<file path="config.mk">
export PLATFORM = sky130hd
export DESIGN_NAME = bmain_arb
export DESIGN_NICKNAME = d
export VERILOG_FILES = /design/src/rtl/bmain_pkg.sv /design/src/rtl/bmain_beat_check.sv /design/src/rtl/bmain_arb.sv
export SDC_FILE = /design/constraint.sdc
export NUM_CORES = 1
export LEC_CHECK = 0
export CAP_MARGIN = 30
export CELL_PAD_IN_SITES_DETAIL_PLACEMENT = 0
export CELL_PAD_IN_SITES_GLOBAL_PLACEMENT = 2
export CORE_ASPECT_RATIO = 0.5
export CORE_MARGIN = 10
export CORE_UTILIZATION = 10
export DETAILED_ROUTE_END_ITERATION = 10
export PLACE_DENSITY_LB_ADDON = 0.1
export SYNTH_ARGS = -nofsm -noshare
export SYNTH_HDL_FRONTEND = slang
export SYNTH_HIERARCHICAL = 1
export SYNTH_SLANG_ARGS = --single-unit
</file>
<file path="constraint.sdc">
create_clock -name clk_core -period 1.7 [get_ports clk_core]
set_input_delay 0.34 -clock clk_core [delete_from_list [all_inputs] [get_ports clk_core]]
set_output_delay 0.34 -clock clk_core [all_outputs]
set_load 0.01 [all_outputs]
</file>
<file path="src/rtl/bmain_pkg.sv">
`default_nettype none
// ============================================================================
// Package  : bmain_pkg
// Brief    : Shared types and constants for bmain masters, slaves and arbiter.
// Revision : 1.0 - initial release
// ============================================================================
package bmain_pkg;

    localparam int BMAIN_BEATS = 4;
    localparam int BMAIN_AW    = 26;
    localparam int BMAIN_DW    = 32;

    localparam logic BMAIN_CMD_READ  = 1'b0;
    localparam logic BMAIN_CMD_FETCH = 1'b1;

    typedef logic [1:0] bmain_state_t;

    localparam bmain_state_t c_ST_IDLE = 2'd0;
    localparam bmain_state_t c_ST_CMD  = 2'd1;
    localparam bmain_state_t c_ST_RESP = 2'd2;

    // Width of a beat counter that wraps once per burst.
    function automatic int bmain_cnt_w(input int beats);
        return (beats > 1) ? $clog2(beats) : 1;
    endfunction

endpackage
`default_nettype wire

</file>
<file path="src/rtl/bmain_beat_check.sv">
`default_nettype none
// ============================================================================
// Module   : bmain_beat_check
// Brief    : Read-burst length checker; pulses o_proto_err after a bad beat.
// Revision : 1.0 - initial release
// ============================================================================
module bmain_beat_check
    import bmain_pkg::*;
#(
    parameter int BEATS = BMAIN_BEATS
) (
    input  logic clk_core,
    input  logic reset_n,
    input  logic i_clear,
    input  logic i_beat,
    input  logic i_last,
    output logic o_proto_err
);

    localparam int              c_CW       = bmain_cnt_w(BEATS);
    localparam logic [c_CW-1:0] c_LAST_CNT = c_CW'(BEATS - 1);
    localparam logic [c_CW-1:0] c_ONE      = c_CW'(1);

    logic [c_CW-1:0] r_count;
    logic            r_proto_err;
    logic            w_at_end;
    logic            w_violation;

    assign w_at_end    = (r_count == c_LAST_CNT);
    // A last beat must land on the final slot, and the final slot must be last.
    assign w_violation = i_beat & (i_last ? ~w_at_end : w_at_end);

    always_ff @(posedge clk_core or negedge reset_n) begin
        if (!reset_n) begin
            r_count     <= '0;
            r_proto_err <= 1'b0;
        end else begin
            r_proto_err <= w_violation;
            if (i_clear) begin
                r_count <= '0;
            end else if (i_beat) begin
                r_count <= r_count + c_ONE;
            end
        end
    end

    assign o_proto_err = r_proto_err;

endmodule
`default_nettype wire

</file>
<file path="src/rtl/bmain_arb.sv">
`default_nettype none
// ============================================================================
// Module   : bmain_arb
// Brief    : Round-robin two-master arbiter onto one bmain slave port.
// Revision : 1.0 - initial release
// ============================================================================
module bmain_arb
    import bmain_pkg::*;
#(
    parameter int BEATS = BMAIN_BEATS
) (
    input  logic                clk_core,
    input  logic                reset_n,
    // master 0 (instruction fetch)
    input  logic                m0_cvalid,
    output logic                arb_cready_m0,
    input  logic                m0_cmd,
    input  logic [BMAIN_AW-1:0] m0_addr,
    output logic                arb_rvalid_m0,
    input  logic                m0_rready,
    output logic                arb_error_m0,
    input  logic                m0_eack,
    // master 1 (data)
    input  logic                m1_cvalid,
    output logic                arb_cready_m1,
    input  logic                m1_cmd,
    input  logic [BMAIN_AW-1:0] m1_addr,
    output logic                arb_rvalid_m1,
    input  logic                m1_rready,
    output logic                arb_error_m1,
    input  logic                m1_eack,
    // broadcast read data
    output logic                arb_rlast,
    output logic [BMAIN_DW-1:0] arb_rdata,
    // slave port
    output logic                arb_cvalid,
    input  logic                s_cready,
    output logic                arb_cmd,
    output logic [BMAIN_AW-1:0] arb_addr,
    input  logic                s_rvalid,
    input  logic                s_rlast,
    input  logic [BMAIN_DW-1:0] s_rdata,
    output logic                arb_rready,
    input  logic                s_error,
    output logic                arb_eack,
    output logic                arb_proto_err
);

    bmain_state_t r_state;
    bmain_state_t w_state_nxt;
    logic         r_grant;
    logic         w_grant_nxt;
    logic         r_last_grant;
    logic         w_last_grant_nxt;

    logic w_in_cmd;
    logic w_in_resp;
    logic w_sel_rready;
    logic w_sel_eack;
    logic w_cmd_hs;
    logic w_beat;
    logic w_end_read;
    logic w_end_err;

    assign w_in_cmd     = (r_state == c_ST_CMD);
    assign w_in_resp    = (r_state == c_ST_RESP);
    assign w_sel_rready = r_grant ? m1_rready : m0_rready;
    assign w_sel_eack   = r_grant ? m1_eack   : m0_eack;

    assign w_cmd_hs   = w_in_cmd & s_cready;
    assign w_beat     = w_in_resp & s_rvalid & w_sel_rready;
    assign w_end_read = w_beat & s_rlast;
    assign w_end_err  = w_in_resp & s_error & w_sel_eack;

    always_comb begin
        w_state_nxt      = r_state;
        w_grant_nxt      = r_grant;
        w_last_grant_nxt = r_last_grant;
        case (r_state)
            c_ST_IDLE: begin
                if (m0_cvalid | m1_cvalid) begin
                    w_state_nxt = c_ST_CMD;
                    // On a tie the master that was not served last time wins.
                    if (m0_cvalid & m1_cvalid) begin
                        w_grant_nxt = ~r_last_grant;
                    end else begin
                        w_grant_nxt = m1_cvalid;
                    end
                end
            end
            c_ST_CMD: begin
                if (s_cready) begin
                    w_state_nxt = c_ST_RESP;
                end
            end
            c_ST_RESP: begin
                if (w_end_read | w_end_err) begin
                    w_state_nxt      = c_ST_IDLE;
                    w_last_grant_nxt = r_grant;
                end
            end
            default: begin
                w_state_nxt = c_ST_IDLE;
            end
        endcase
    end

    always_ff @(posedge clk_core or negedge reset_n) begin
        if (!reset_n) begin
            r_state      <= c_ST_IDLE;
            r_grant      <= 1'b0;
            r_last_grant <= 1'b1;
        end else begin
            r_state      <= w_state_nxt;
            r_grant      <= w_grant_nxt;
            r_last_grant <= w_last_grant_nxt;
        end
    end

    // Command channel: only the granted master is connected while in CMD.
    assign arb_cvalid    = w_in_cmd;
    assign arb_cmd       = w_in_cmd & (r_grant ? m1_cmd : m0_cmd);
    assign arb_addr      = w_in_cmd ? (r_grant ? m1_addr : m0_addr) : '0;
    assign arb_cready_m0 = w_cmd_hs & ~r_grant;
    assign arb_cready_m1 = w_cmd_hs &  r_grant;

    // Response channels: only meaningful while a burst is outstanding.
    assign arb_rready    = w_in_resp & w_sel_rready;
    assign arb_rvalid_m0 = w_in_resp & ~r_grant & s_rvalid;
    assign arb_rvalid_m1 = w_in_resp &  r_grant & s_rvalid;
    assign arb_rlast     = w_in_resp & s_rlast;
    assign arb_rdata     = w_in_resp ? s_rdata : '0;

    assign arb_eack      = w_in_resp & w_sel_eack;
    assign arb_error_m0  = w_in_resp & ~r_grant & s_error;
    assign arb_error_m1  = w_in_resp &  r_grant & s_error;

    bmain_beat_check #(
        .BEATS (BEATS)
    ) u_beat_check (
        .clk_core    (clk_core),
        .reset_n     (reset_n),
        .i_clear     (w_cmd_hs),
        .i_beat      (w_beat),
        .i_last      (s_rlast),
        .o_proto_err (arb_proto_err)
    );

endmodule
`default_nettype wire

</file>
# Yosys cells after proc, flatten, opt, wreduce, memory -nomap -nowiden
# Cells that the tools add are included.
# totals
register_bits,7
inputBits,98
# classes
addsub,1
eq_ne,6
muxes,14
n_bitwise,25
reduce_logical,5
# op_table
cell,n
$mux W26,2
$mux W32,1
$and A1 B1 Y1,20
$mux W2,5
$pmux W2 S3,1
$mux W1,5
$eq A2 B2 Y1 const B,2
$ne A2 B2 Y1 const B,2
$reduce_and A2 Y1,2
$not A1 Y1,3
$reduce_and A3 Y1,1
$add A2 B1 Y2 const B,1
$eq A2 B1 Y1 const B,1
$logic_not A2 Y1,1
$ne A2 B1 Y1 const B,1
$or A1 B1 Y1,2
$reduce_bool A2 Y1,1

# Logic depth before layout (Yosys ltp)
# logic_depth
word_depth,7
depth_mapped,6
ltp_nobuf,5

# By module
# The synthesis kept the hierarchy.
# by_module_without_submodules
mod,n_inst,cells_each,area_each_um2,seq_area_each_um2
bmain_arb,1,130,897.1,101.3
bmain_beat_check,1,10,130.1,75.1

# Worst setup path after synthesis
# OpenSTA, ideal clock, no wires.
# synth_timing
path_type,register to register
startpoint,register r_state[0]
endpoint,register u_beat_check.r_count[1]
arrival_time_ps,1445
required_ps,1581
slack_ps,137
path_stages_with_launch,7
n_path_buf,1
synth_period_minus_slack_ps,1563
path_cell_list,dfrtp_1 -> nor2b_1 -> clkbuf_1 -> nand2_1 -> nor2_1 -> mux2i_1 -> nor2_1
# synth_via
elab_chain_len,4
elab_cells_between_ends,7
cone_classes,eq/ne: 2; mux: 1; bitwise: 3; reduce/logical: 1
# synth_lines
item,line,rtl
start: declaration,bmain_arb.sv:49,bmain_state_t r_state;
start signal: assignment,bmain_arb.sv:110,r_state <= c_ST_IDLE;
start signal: assignment,bmain_arb.sv:114,r_state <= w_state_nxt;
$eq A2 B2 Y1,bmain_arb.sv:66,assign w_in_resp = (r_state == c_ST_RESP);
$and A1 B1 Y1 (2 in series),bmain_arb.sv:71,assign w_beat = w_in_resp & s_rvalid & w_sel_rready;
via w_beat,bmain_arb.sv:61,logic w_beat;
$reduce_bool A2 Y1 (no line),n/a,
end signal: assignment,bmain_beat_check.sv:42,r_count <= r_count + c_ONE;
end: declaration,bmain_beat_check.sv:24,logic [c_CW-1:0] r_count;
# The timed path passes the listed nets, and every way through them passes these cells.
# A chain may end at the register's enable or synchronous reset.

# Worst setup path in the final report
# layout_timing
startpoint,register r_state[0]
endpoint,output arb_rvalid_m1
# layout_via
elab_chain_len,3
# layout_lines
item,line,rtl
$eq A2 B2 Y1,bmain_arb.sv:66,
$and A1 B1 Y1 (2 in series),bmain_arb.sv:130,assign arb_rvalid_m1 = w_in_resp & r_grant & s_rvalid;
end: declaration,bmain_arb.sv:28,"output logic arb_rvalid_m1,"
# No other way between the ends.

==> impl_results.html <==
<table>
<tr><th>Metric</th><th>Value</th></tr>
<tr><th colspan="2">Outcome</th></tr>
<tr><td>Result of the run</td><td>completed</td></tr>
<tr><th colspan="2">STA</th></tr>
<tr><td>Worst clock skew on the final layout</td><td>0.00269 ns</td></tr>
<tr><td>Max-slew violation total from the final report</td><td>0</td></tr>
<tr><td>Count of final setup violators</td><td>0</td></tr>
<tr><td>Clock period minus worst slack</td><td>1.67 ns</td></tr>
<tr><td>Worst Tran Pin Value</td><td>0.307 ns</td></tr>
<tr><td>Top achievable clock speed</td><td>598 MHz</td></tr>
<tr><td>Hold Vio Cnt, Final</td><td>0</td></tr>
<tr><td>Final TNS setup</td><td>0 ns</td></tr>
<tr><td>RSZ-0062 raised after global routing</td><td>yes</td></tr>
<tr><td>Relative slew slack</td><td>79.4%</td></tr>
<tr><td>Period utilisation layout</td><td>98.3%</td></tr>
<tr><th colspan="2">Clock network</th></tr>
<tr><td>Sink Count</td><td>7</td></tr>
<tr><td>Post-CTS Hold Buffers</td><td>0</td></tr>
<tr><td>Deepest level of the CTS H-tree</td><td>1</td></tr>
<tr><td>Clock-pin slew of the registers on the worst-case setup and hold paths</td><td>0.04 ns</td></tr>
<tr><td>CTS Buf Count</td><td>3</td></tr>
<tr><td>Clock latency on the worst-skew pair</td><td>0.23 ns</td></tr>
<tr><td>Buffer depth of the longest clock path</td><td>2</td></tr>
<tr><td>Clk root buf</td><td>clkbuf_16</td></tr>
<tr><td>TritonCTS clock tree</td><td>done</td></tr>
<tr><th colspan="2">Floorplan</th></tr>
<tr><td>Cell row count</td><td>26</td></tr>
<tr><td>Die height</td><td>91.7 um</td></tr>
<tr><td>Floorplan die area</td><td>15000 um2</td></tr>
<tr><td>Floorplan Core Area</td><td>10100 um2</td></tr>
<tr><td>Horizontal die dimension</td><td>between 150 and 200 um</td></tr>
<tr><td>IO Pins</td><td>168</td></tr>
<tr><td>Initial cell density of the core</td><td>between 10% and 20%</td></tr>
<tr><th colspan="2">Min path</th></tr>
<tr><td>Worst hold-check path type</td><td>input pin to asynchronous set/reset pin</td></tr>
<tr><th colspan="2">Detailed routing</th></tr>
<tr><td>Wire length after detailed routing</td><td>~7000 um</td></tr>
<tr><td>Iteration-0 DRC count of the detailed router</td><td>31</td></tr>
<tr><td>DR DRC count</td><td>0</td></tr>
<tr><td>Per-cell via count in the routed design</td><td>3.58</td></tr>
<tr><td>Post-route ant nets</td><td>0</td></tr>
<tr><td>Overall via count from detail_route</td><td>1691</td></tr>
<tr><td>Number of detailed-route iterations in the first pass</td><td>3</td></tr>
<tr><td>Routed wire per std cell</td><td>14.9 um</td></tr>
<tr><th colspan="2">Critical path</th></tr>
<tr><td>Kind of end point of the critical path</td><td>primary output</td></tr>
<tr><td>CP Data Required Time</td><td>1.36 ns</td></tr>
<tr><td>Critical path's most frequent cell</td><td>buf_6</td></tr>
<tr><td>Arrival time of data at the critical path endpoint</td><td>1.33 ns</td></tr>
<tr><td>Worst setup path category</td><td>flip-flop to primary output</td></tr>
<tr><td>Element type at the critical path start</td><td>flip-flop</td></tr>
<tr><td>Critical Path Fanout Max</td><td>8</td></tr>
<tr><td>Critical Path Max Stage Delay</td><td>0.43 ns</td></tr>
<tr><td>Chain of cells forming the critical path</td><td>nor2b_4, buf_6, buf_6, and3_4, buf_6</td></tr>
<tr><td>Slowest cell on crit path</td><td>dfrtp_2</td></tr>
<tr><th colspan="2">Synthesis</th></tr>
<tr><td>Top cell types by occurrence after synthesis</td><td>nor2_1 (36), and2_1 (33), mux2i_1 (30), dfrtp_1 (6), nand2_1 (5)</td></tr>
<tr><td>Top_reg_cell synth</td><td>dfrtp_1</td></tr>
<tr><td>EDFF count, synth</td><td>0</td></tr>
<tr><td>Mapped Area</td><td>1030 um2</td></tr>
<tr><td>Leading area contributor after synthesis</td><td>mux2i_1</td></tr>
<tr><td>Flops &amp; latches, synth</td><td>7</td></tr>
<tr><td>Share of synthesized registers carrying an async set or reset</td><td>100%</td></tr>
<tr><td>Synthesized Nets</td><td>239</td></tr>
<tr><td>Cell with the most instances after synthesis</td><td>nor2_1</td></tr>
<tr><td>Avg Cell Area, Syn</td><td>about 7.3 um2</td></tr>
<tr><td>Share of the yosys chip area belonging to registers</td><td>17.2%</td></tr>
<tr><td>Number of synthesis warnings</td><td>6</td></tr>
<tr><td>Unique masters post-synth</td><td>25</td></tr>
<tr><td>Synth area leaders</td><td>mux2i_1 (29%), and2_1 (20%), dfrtp_1 (15%)</td></tr>
<tr><td>Portion of synthesized cell area occupied by the leading cell type</td><td>between 20% and 30%</td></tr>
<tr><td>Number of instances in the synthesized netlist</td><td>140</td></tr>
<tr><th colspan="2">Placed design</th></tr>
<tr><td>Cell total after placement</td><td>about 460</td></tr>
<tr><td>Post-DP Area</td><td>3030 um2</td></tr>
<tr><td>Detailed Place HPWL</td><td>5970 um</td></tr>
<tr><td>Port Buffer Count</td><td>between 150 and 200</td></tr>
<tr><td>Global placer's final weighted congestion</td><td>roughly 0.70</td></tr>
<tr><th colspan="2">Global route</th></tr>
<tr><td>All-Layer GR Usage</td><td>8.66%</td></tr>
<tr><td>Global route total overflow</td><td>0</td></tr>
<tr><td>Wire length of the first global-routing pass</td><td>10500 um</td></tr>
<tr><td>Number of global-route vias before repair</td><td>1942</td></tr>
<tr><td>Antenna violations before repair</td><td>0</td></tr>
<tr><td>Pin count of the biggest net entering global routing</td><td>17</td></tr>
<tr><th colspan="2">Finish</th></tr>
<tr><td>Antenna diode count</td><td>0</td></tr>
<tr><td>Number of nets in the finished design</td><td>432</td></tr>
<tr><td>Non-filler instance count after layout</td><td>472</td></tr>
<tr><td>Layout cell share with drive strength beyond 1</td><td>42.8%</td></tr>
<tr><td>Final core area utilization</td><td>31.2%</td></tr>
<tr><td>FILL cells</td><td>between 1k and 1.5k</td></tr>
<tr><td>Layout-stage area growth over the synthesis result</td><td>208%</td></tr>
<tr><td>Post-layout instance area</td><td>3160 um2</td></tr>
<tr><th colspan="2">Run</th></tr>
<tr><td>Total of max-cap violations</td><td>0</td></tr>
<tr><th colspan="2">Pwr</th></tr>
<tr><td>Areal power density over the cells</td><td>1220 nW/um2</td></tr>
<tr><td>Leakage power</td><td>1.54 nW</td></tr>
<tr><td>Peak supply drop</td><td>0.342 mV</td></tr>
</table>
-- path summary, 6_finish.rpt --
kind	startpoint	endpoint	slack, ns	cells after the start
worst max register to register	r_state[0]	u_beat_check/r_count[1]	0.16	8
worst min-delay path	reset_n	u_beat_check/o_proto_err	0.37	1
min in group clk_core	u_beat_check/r_count[1]	u_beat_check/r_count[1]	0.55	2
worst max-delay path	r_state[0]	arb_rvalid_m1	0.03	5
max in group asynchronous	reset_n	r_last_grant	1.05	1
worst min register to register	u_beat_check/r_count[1]	u_beat_check/r_count[1]	0.55	2
-- cell families after synthesis --
| family | Yosys count | share of synthesized area, % |
|---|---|---|
| flops | 7 | 17.2 |
| buf+inv | 12 | 5.12 |
| xor+xnor | 2 | 1.71 |
| simple gates | 83 | 40.7 |
| mux | 31 | 30.3 |
| fa+ha+maj | 1 | 1.22 |
| compound gates | 4 | 3.78 |
-- report_power, final --
| group | internal [mW] | total, mW | switching [mW] | leakage, nW |
|---|---|---|---|---|
| clock network | 0.311 | 0.394 | 0.0830 | 0.0382 |
| registers | 0.246 | 0.306 | 0.0594 | 0.0857 |
| logic | 1.77 | 3.15 | 1.38 | 1.41 |
-- cells in the final DEF (no fill, tap or decap), drive strengths merged --
master | Yosys | routed
a211oi | 1 | 1
a32o | 1 | 1
and2 | 34 | 34
and3 | 3 | 3
buf | 7 | 100
clkbuf | 3 | 4
clkdlybuf4s50 | 0 | 98
dfrtp | 6 | 6
dfstp | 1 | 1
ha | 1 | 1
inv | 2 | 2
mux2 | 1 | 1
mux2i | 30 | 30
nand2 | 5 | 5
nand2b | 2 | 2
nand3b | 1 | 1
nor2 | 36 | 36
nor2b | 1 | 1
nor3 | 1 | 1
o21ai | 1 | 1
o32ai | 1 | 1
xnor2 | 1 | 1
xor2 | 1 | 1
-- through the flow --
step                      power, mW  setup slack [ns]  hold slack, ns
after global routing           4.15           -0.0440           0.394
final                          3.85            0.0287           0.368
after detailed placement       3.22            -0.246           0.545
after global placement         3.22            -0.240           0.508
after floorplan                1.51             0.137          0.0444
after CTS                      3.77           -0.0838           0.379
-- worst max-delay path: cells and delay by family (launching register included) --
kind	cells	cell delay (ns)
flip-flops	1	0.43
buffers and inverters	3	0.34
AND/OR/NAND/NOR	2	0.33
-- flip-flops by register name, summed over array words and instances, names as in the netlist --
name	count
r_last_grant	1
r_grant	1
r_state	2
u_beat_check/o_proto_err	1
u_beat_check/r_count	2
-- routing by layer --
metal	vias to the layer above	track usage [%]	share of wire, %
met5	-	0	0
met4	0	1.34	0.48
met3	4	3.52	11
met2	85	17.4	54
met1	762	8.19	34
li1	840	-	-
-- final cells by class --
class / count / area [um2] / area share (%)
flip-flops and latches: 7 / 179 / 5.66
multi-input cells: 121 / 927 / 29.3
well taps: 140 / 175 / 5.54
inverters: 2 / 7.51 / 0.238
repair buffers: 198 / 1790 / 56.7
clock buffers: 4 / 78.8 / 2.49
-- repair_timing --
action / CTS / global route
resized for setup: 291 / 58
setup endpoints to repair: 69 / 48
buffers inserted: 9 / 2
gates cloned: 4 / 0
pin swaps: 1 / 4
(Power assumes the default switching activity.)
